$ cat src/rtl/uart_rx_deserializer.sv
// UART receiver: 2-flop synchronised rx_i, mid-bit sampling, start-glitch rejection, framing-error pulse.
// Latency: valid_o rises 3 + BAUD_DIV/2 + (DATA_WIDTH+1)*BAUD_DIV cycles after the rx_i falling edge (+BAUD_DIV with parity).
// No backpressure: valid_o/frame_err_o are one-cycle pulses; optional even parity via define UART_RX_PARITY_EN.
module uart_rx_deserializer #(
   parameter int DATA_WIDTH = 8,
   parameter int BAUD_DIV   = 868
) (
   input  logic                  clk,
   input  logic                  rstn,
   input  logic                  en_i,
   input  logic                  rx_i,
   output logic [DATA_WIDTH-1:0] data_o,
   output logic                  valid_o,
   output logic                  frame_err_o,
   output logic                  busy_o
`ifdef UART_RX_PARITY_EN
   ,output logic                 parity_err_o
`endif
);

   localparam int CW = $clog2(BAUD_DIV);
   localparam int BW = $clog2(DATA_WIDTH);
   localparam logic [CW-1:0] HALF_M1  = CW'(BAUD_DIV / 2 - 1);
   localparam logic [CW-1:0] BAUD_M1  = CW'(BAUD_DIV - 1);
   localparam logic [BW-1:0] LAST_BIT = BW'(DATA_WIDTH - 1);

   typedef enum logic [2:0] {
      IDLE      = 3'd0,
      START     = 3'd1,
      DATA      = 3'd2,
`ifdef UART_RX_PARITY_EN
      PARITY    = 3'd3,
`endif
      STOP      = 3'd4,
      WAIT_IDLE = 3'd5
   } state_t;

   state_t                  state_q, state_d;
   logic                    rx_meta_q, rx_s_q;
   logic [CW-1:0]           cnt_q, cnt_d;
   logic [BW-1:0]           bit_cnt_q, bit_cnt_d;
   logic [DATA_WIDTH-1:0]   shift_q, shift_d;
   logic [DATA_WIDTH-1:0]   data_q, data_d;
   logic                    valid_q, valid_d;
   logic                    frame_err_q, frame_err_d;
`ifdef UART_RX_PARITY_EN
   logic                    par_bit_q, par_bit_d;
   logic                    parity_err_q, parity_err_d;
`endif

   // Two-flop synchroniser for the asynchronous line; resets to the idle (high) level.
   always_ff @(posedge clk or negedge rstn) begin
      if (!rstn) begin
         rx_meta_q <= 1'b1;
         rx_s_q    <= 1'b1;
      end else begin
         rx_meta_q <= rx_i;
         rx_s_q    <= rx_meta_q;
      end
   end

   // State, counters, shift register and output pulse registers.
   always_ff @(posedge clk or negedge rstn) begin
      if (!rstn) begin
         state_q      <= IDLE;
         cnt_q        <= '0;
         bit_cnt_q    <= '0;
         shift_q      <= '0;
         data_q       <= '0;
         valid_q      <= 1'b0;
         frame_err_q  <= 1'b0;
`ifdef UART_RX_PARITY_EN
         par_bit_q    <= 1'b0;
         parity_err_q <= 1'b0;
`endif
      end else begin
         state_q      <= state_d;
         cnt_q        <= cnt_d;
         bit_cnt_q    <= bit_cnt_d;
         shift_q      <= shift_d;
         data_q       <= data_d;
         valid_q      <= valid_d;
         frame_err_q  <= frame_err_d;
`ifdef UART_RX_PARITY_EN
         par_bit_q    <= par_bit_d;
         parity_err_q <= parity_err_d;
`endif
      end
   end

   // Next-state logic: the baud counter counts down and every state acts when it reaches zero.
   always_comb begin
      state_d     = state_q;
      cnt_d       = cnt_q;
      bit_cnt_d   = bit_cnt_q;
      shift_d     = shift_q;
      data_d      = data_q;
      valid_d     = 1'b0;
      frame_err_d = 1'b0;
`ifdef UART_RX_PARITY_EN
      par_bit_d    = par_bit_q;
      parity_err_d = 1'b0;
`endif
      if (!en_i) begin
         // Disable aborts any frame silently, including one waiting for the line to recover.
         state_d = IDLE;
      end else begin
         case (state_q)
            IDLE: begin
               if (!rx_s_q) begin
                  state_d = START;
                  cnt_d   = HALF_M1;
               end
            end
            START: begin
               if (cnt_q == '0) begin
                  if (!rx_s_q) begin
                     state_d   = DATA;
                     cnt_d     = BAUD_M1;
                     bit_cnt_d = '0;
                  end else begin
                     // Line went high again before mid start bit: treat as a glitch.
                     state_d = IDLE;
                  end
               end else begin
                  cnt_d = cnt_q - CW'(1);
               end
            end
            DATA: begin
               if (cnt_q == '0) begin
                  shift_d[bit_cnt_q] = rx_s_q;
                  cnt_d              = BAUD_M1;
                  if (bit_cnt_q == LAST_BIT) begin
`ifdef UART_RX_PARITY_EN
                     state_d = PARITY;
`else
                     state_d = STOP;
`endif
                  end else begin
                     bit_cnt_d = bit_cnt_q + BW'(1);
                  end
               end else begin
                  cnt_d = cnt_q - CW'(1);
               end
            end
`ifdef UART_RX_PARITY_EN
            PARITY: begin
               if (cnt_q == '0) begin
                  par_bit_d = rx_s_q;
                  cnt_d     = BAUD_M1;
                  state_d   = STOP;
               end else begin
                  cnt_d = cnt_q - CW'(1);
               end
            end
`endif
            STOP: begin
               if (cnt_q == '0) begin
                  if (rx_s_q) begin
                     state_d = IDLE;
`ifdef UART_RX_PARITY_EN
                     if ((^shift_q) ^ par_bit_q) begin
                        parity_err_d = 1'b1;
                     end else begin
                        valid_d = 1'b1;
                        data_d  = shift_q;
                     end
`else
                     valid_d = 1'b1;
                     data_d  = shift_q;
`endif
                  end else begin
                     // Low stop bit: report and wait for the line to recover so a break
                     // cannot be mistaken for a stream of start bits.
                     frame_err_d = 1'b1;
                     state_d     = WAIT_IDLE;
                  end
               end else begin
                  cnt_d = cnt_q - CW'(1);
               end
            end
            WAIT_IDLE: begin
               if (rx_s_q) begin
                  state_d = IDLE;
               end
            end
            default: begin
               state_d = IDLE;
            end
         endcase
      end
   end

   assign data_o      = data_q;
   assign valid_o     = valid_q;
   assign frame_err_o = frame_err_q;
   assign busy_o      = (state_q != IDLE) && (state_q != WAIT_IDLE);
`ifdef UART_RX_PARITY_EN
   assign parity_err_o = parity_err_q;
`endif

endmodule

$ cat config.mk
export PLATFORM = sky130hd
export DESIGN_NAME = uart_rx_deserializer
export DESIGN_NICKNAME = d
export VERILOG_FILES = /design/src/rtl/uart_rx_deserializer.sv
export SDC_FILE = /design/constraint.sdc
export NUM_CORES = 1
export LEC_CHECK = 0
export BUFFER_PORTS_ARGS = -buffer_cell sky130_fd_sc_hd__buf_2
export CAP_MARGIN = 20
export CORE_MARGIN = 5
export CORE_UTILIZATION = 53
export CTS_CLUSTER_SIZE = 10
export DETAILED_ROUTE_END_ITERATION = 8
export PLACE_DENSITY_LB_ADDON = 0.3
export SLEW_MARGIN = 20
export SYNTH_ARGS = -nofsm -noshare
export SYNTH_HDL_FRONTEND = slang
export SYNTH_SLANG_ARGS = --single-unit
$ cat constraint.sdc
create_clock -name clk -period 2.3 [get_ports clk]
set_input_delay 0.115 -clock clk [delete_from_list [all_inputs] [get_ports clk]]
set_output_delay 0.115 -clock clk [all_outputs]
set_load 0.02 [all_outputs]
; After elaboration in Yosys (flattened, before gate mapping)
; Cells that the tools add are included.
[word_totals]
output_inout_bits = 11
reg_bits = 36
input_bits = 4
[op_classes]
eq_ne = 19
order_cmp = 2
mux = 32
n_addsub = 2
n_reduce_logical = 12
[op_table]
columns = op, n
row1 = 10-bit two-way mux, 5
row2 = 10-bit case mux with 4 select lines, 1
row3 = 3-bit two-way mux, 12
row4 = 3-bit != test (second input constant), 8
row5 = 3-bit case mux with 5 select lines, 1
row6 = 2-bit != test (second input constant), 6
row7 = 6-bit AND reduction, 2
row8 = 10-bit zero test, 1
row9 = 10-bit by 1-bit subtractor with 10-bit output (second input constant), 1
row10 = 3-bit == test (second input constant), 3
row11 = 1-bit two-way mux, 9
row12 = 8-bit bitwise mux, 1
row13 = 3-bit case mux with 2 select lines, 1
row14 = 5-bit AND reduction, 1
row15 = 3-bit by 4-bit < comparator with 1-bit output (second input constant), 1
row16 = 4-bit AND reduction, 1
row17 = 4-bit nonzero test, 1
row18 = 3-bit by 1-bit adder with 3-bit output (second input constant), 1
row19 = 1-bit demux with 3-bit select, 1
row20 = 3-bit by 1-bit == test with 1-bit output (second input constant), 1
row21 = 3-bit by 2-bit == test with 1-bit output (second input constant), 1
row22 = 3-bit by 1-bit greater-or-equal comparator with 1-bit output (second input constant), 1
row23 = 3-bit zero test, 1
row24 = 3-bit AND reduction, 1
row25 = other kinds (4), 5

; Depth between registers and ports, before layout
[logic_depth]
word_depth = 5
mapped_depth = 7
ltp_nobuf = 6

; Least setup slack after synthesis
; No wires, ideal clock.
[synth_timing]
kind = register -> register
from = reg cnt_q[0]
to = reg data_q[0] (netlist: data_o[0])
t_required_ps = 2175
arrival_ps = 2046
setup_slack_ps = 129
path_stages_with_launch = 7
path_cell_list = dfrtp_1 > inv_1 > ha_1 > or4b_1 > buf_2 > nor4_4 > mux2_2
[synth_between]
elab_chain_len = 2
[synth_rtl]
columns = element, line
row1 = from (decl), 40  ; logic [CW-1:0] cnt_q, cnt_d;
row2 = from (signal assigned), 78  ; cnt_q <= cnt_d;
row3 = 10-bit zero test, 158  ; if (cnt_q == '0) begin
row4 = 4-bit AND reduction (no source line), -
row5 = to (signal assigned), 81  ; data_q <= data_d;
row6 = to (decl), 43  ; logic [DATA_WIDTH-1:0] data_q, data_d;
; No other way between the ends.
; A chain may end at the register's enable or synchronous reset.

; Final worst setup path
[layout_timing]
from = reg cnt_q[0]
to = reg data_q[5] (netlist: data_o[5])
; The elaborated chain is that of the path after synthesis.

==> impl_metrics.csv <==
group,metric,value,unit
hold_path,worst_hold_path.num_cells,2,
global_route,groute.usage.overall,18.01,%
clock_tree,cts-root-buf,"clkbuf_8",
global_route,total_congestion_overflow,0,
floorplan,design.die.area,5037,um^2
sta,layout_worst_path_cycle_share,94.34,%
clock_tree,postCtsSetupBuffers,0,
sta,finalHoldViolations,0,
synthesis,synth_warnings,0,
setup_path,worstPathArrival,2.35,ns
pwr,internal-power,1.349,mW
setup_path,r2r_cells,6,
sta,tightest_slew,0.7744,ns
synthesis,synthMuxAreaShare,11.81,%
layout,layout-area-overhead-vs-synth,14.60,%
detailed_routing,routed_wirelength,4258,um
setup_path,critPathCaptureType,"flip-flop",
detailed_routing,drt_iter0_drc,141,
clock_tree,worst_skew_pair.late_latency,0.29,ns
sta,min_period,2.170,ns
global_route,number_of_antenna_violations_at_the_first_check_in_global_routing,0,
sta,timing.clock.skew,0.005824,ns
synthesis,synth.yosys.seq_area_share,45.84,%
placed_design,dp_hpwl,3037,um
floorplan,rows,22,
pwr,seq_power_share,39.9,%
synthesis,syn_area_per_cell,10.54,um^2
clock_tree,cts-htree-levels,2,
layout,antenna-diode-count,0,
floorplan,die_h,70.98,um
global_route,vias_in_the_first_global_route,1561,
sta,timing_limited_maximum_frequency,460.9,MHz
synthesis,synth-compound-area-share,13.46,%
setup_path,cp_max_fo,8,
placed_design,place.gp.congestion,0.9523,
floorplan,floorplan.die.width,70.98,um
run_status,status,"completed",
pwr,combinationalPowerShare,34.4,%
synthesis,synth_simple_gate_area_share,22.35,%
pwr,power.clock.fraction,25.7,%
detailed_routing,firstDrtPassIters,4,
layout,post_route_cells_drive_above_1_share,28.99,%
pwr,power.density,955.8,nW/um^2
detailed_routing,remaining_drc_errors,0,
pwr,ir_worst_vdd,0.0006984,V
synthesis,total_standard_cell_area_after_synthesis,1971,um^2
floorplan,core_area,3633,um^2
sta,aggregate_negative_setup_slack,0,ns
global_route,grt_max_degree,37,
setup_path,worst-endpoint-required,2.48,ns
synthesis,asyncSetResetFlopFracSynth,100.0,%
setup_path,cp-start-kind,"flip-flop",
synthesis,synth-adder-area-share,1.905,%
hold_path,hold-path-endpoint,"state_q[1]",
clock_tree,clk_pin_slew_worst_paths,0.08,ns
layout,layout_commonest_cell,"dfrtp_1",
synthesis,top_ff_cell_synth,"dfrtp_1",
placed_design,buffer_ports.inserted,14,
sta,max-slew-margin-rel,48.38,%
sta,timing_max_transition_violations_final,0,
detailed_routing,drt.antenna.violating_nets,0,
pwr,sw_frac_of_total,37.48,%
job,timing.max_cap.violations,0,
sta,timing.final.setup_violations,0,
clock_tree,clk_path_buf_depth,2,
synthesis,synth_xor_area_share,0.8889,%
clock_tree,cts_inserted_buffers,5,
pwr,switching_power,809.1,uW
sta,rsz0062_at_grt,"false",
layout,most_frequent_cells_in_the_layout,"34 x dfrtp_1, 18 x mux2_2, 14 x buf_2, 10 x nand2_1",
hold_path,hold_path.startpoint,"en_i",
detailed_routing,vias,1588,
sta,timing.hold.ws,0.1461,ns
clock_tree,tritoncts_clock_tree,"yes",
global_route,wire_length_of_the_first_global_routing_pass,7265,um
detailed_routing,vias_per_cell,6.227,
synthesis,postSynthRegisterBits,36,
pwr,power.leakage,1.042,nW
synthesis,mappedNetlistNets,194,
layout,finish.net_count,213,
hold_path,worst_min_delay_path_class,"in -> reg",
setup_path,rrSetupSlack,0.13,ns
setup_path,crit_type,"reg -> reg",
detailed_routing,drt-wirelength-per-cell,16.70,um
setup_path,r2r-start,"cnt_q[0]",
synthesis,post_synth_cell_types,48,
floorplan,floorplan.io_pins,15,
synthesis,synth_top_family_by_area,"simple AND/OR/NAND/NOR gates",
setup_path,critical_path.reg2reg.endpoint,"data_o[5]",
synthesis,synthCells,187,
floorplan,start_util,54.24,%
clock_tree,cts_sinks,36,
synthesis,synth_edf_count,0,
[cell type report]
cell class	instances	area, um^2
Clock buffer	5	68.82
Clock inverter	3	42.54
Fill cell	309	1375
Inverter	5	18.77
Multi-Input combinational cell	133	1007
Sequential cell	36	903.4
Tap cell	48	60.06
Timing Repair Buffer	25	157.7
[stage by stage]
step	instance area [um^2]	power [mW]	util, %	cells	setup WS [ns]
after global routing	2258	2.294	62.16	255	0.02419
after detailed placement	2113	1.591	58.16	245	0.1439
final	2258	2.159	62.16	255	0.1302
after floorplan	1971	1.412	-	187	0.1290
after global placement	2113	1.560	58.16	245	0.1790
after CTS	2245	2.157	61.78	255	0.09503
[synth_stat cells, types with 4 or more instances]
cell,number,area share (%)
inv_1,5,0.95
nand2b_1,4,1.3
a211oi_1,4,1.5
nor3b_1,4,1.5
clkbuf_1,8,1.5
o21ai_0,8,2.0
nor4_1,10,3.2
mux2_2,18,10
nand4_1,6,1.9
nand2_1,10,1.9
nor3_1,6,1.5
a21oi_1,6,1.5
dfrtp_1,34,43
nor2_1,7,1.3
[power groups by stage]
| stage | Clock [mW] | Combinational (mW) | Sequential (mW) |
|---|---|---|---|
| final | 0.555 | 0.743 | 0.861 |
| after global placement | 0 | 0.701 | 0.859 |
| after floorplan | 0 | 0.628 | 0.783 |
| after global routing | 0.601 | 0.815 | 0.878 |
| after detailed placement | 0 | 0.724 | 0.867 |
| after CTS | 0.571 | 0.731 | 0.855 |
[cell families (layout without fill, tap and decap cells)]
logic type / after synthesis / in the layout
XOR/XNOR: 2 / 2
adder cells (fa/ha/maj): 3 / 3
multiplexers: 21 / 21
AO/OA/AOI/OAI: 38 / 38
flip-flops: 36 / 36
AND/OR/NAND/NOR: 69 / 69
buffers and inverters: 18 / 38
[critical path, stage by stage (launching register included)]
cell     delay [ns]
dfrtp_1        0.39
inv_1          0.11
ha_2           0.23
or4b_1         0.51
nor4_4         0.26
buf_4          0.20
mux2_2         0.35
[worst max-delay path by stage]
stage                   from            to  slack [ns]  cells past startpoint
finish              cnt_q[0]     data_o[5]        0.13                      6
global route        cnt_q[0]     data_o[5]        0.02                      6
CTS                 cnt_q[0]     data_o[5]         0.1                      6
detailed placement  cnt_q[0]  bit_cnt_q[0]        0.14                      7
global placement    cnt_q[0]     data_o[7]        0.18                      6
floorplan           cnt_q[0]     data_o[0]        0.13                      6
[flip-flops by register name, summed over array words and instances, names as in the netlist]
signal / flops
shift_q: 8
state_q: 3
rx_meta_q: 1
valid_o: 1
cnt_q: 10
bit_cnt_q: 3
frame_err_o: 1
data_o: 8
rx_s_q: 1
[per-layer routing]
layer	GRT usage [%]	part of all wire, %	wire length (um)
met5	0	0	0
met4	7.516	1.8	78
met3	4.403	5.0	213
met2	30.69	52	2211
met1	21.65	41	1754
[repair_timing]
| item | 4_1_cts | 5_1_grt |
|---|---|---|
| endpoints found under the hold margin | 35 | 0 |
| gates resized for setup | 0 | 3 |
| setup endpoints to repair | 0 | 8 |
| hold buffers | 2 | 0 |
Note: power is estimated with default switching activity, not from simulation.
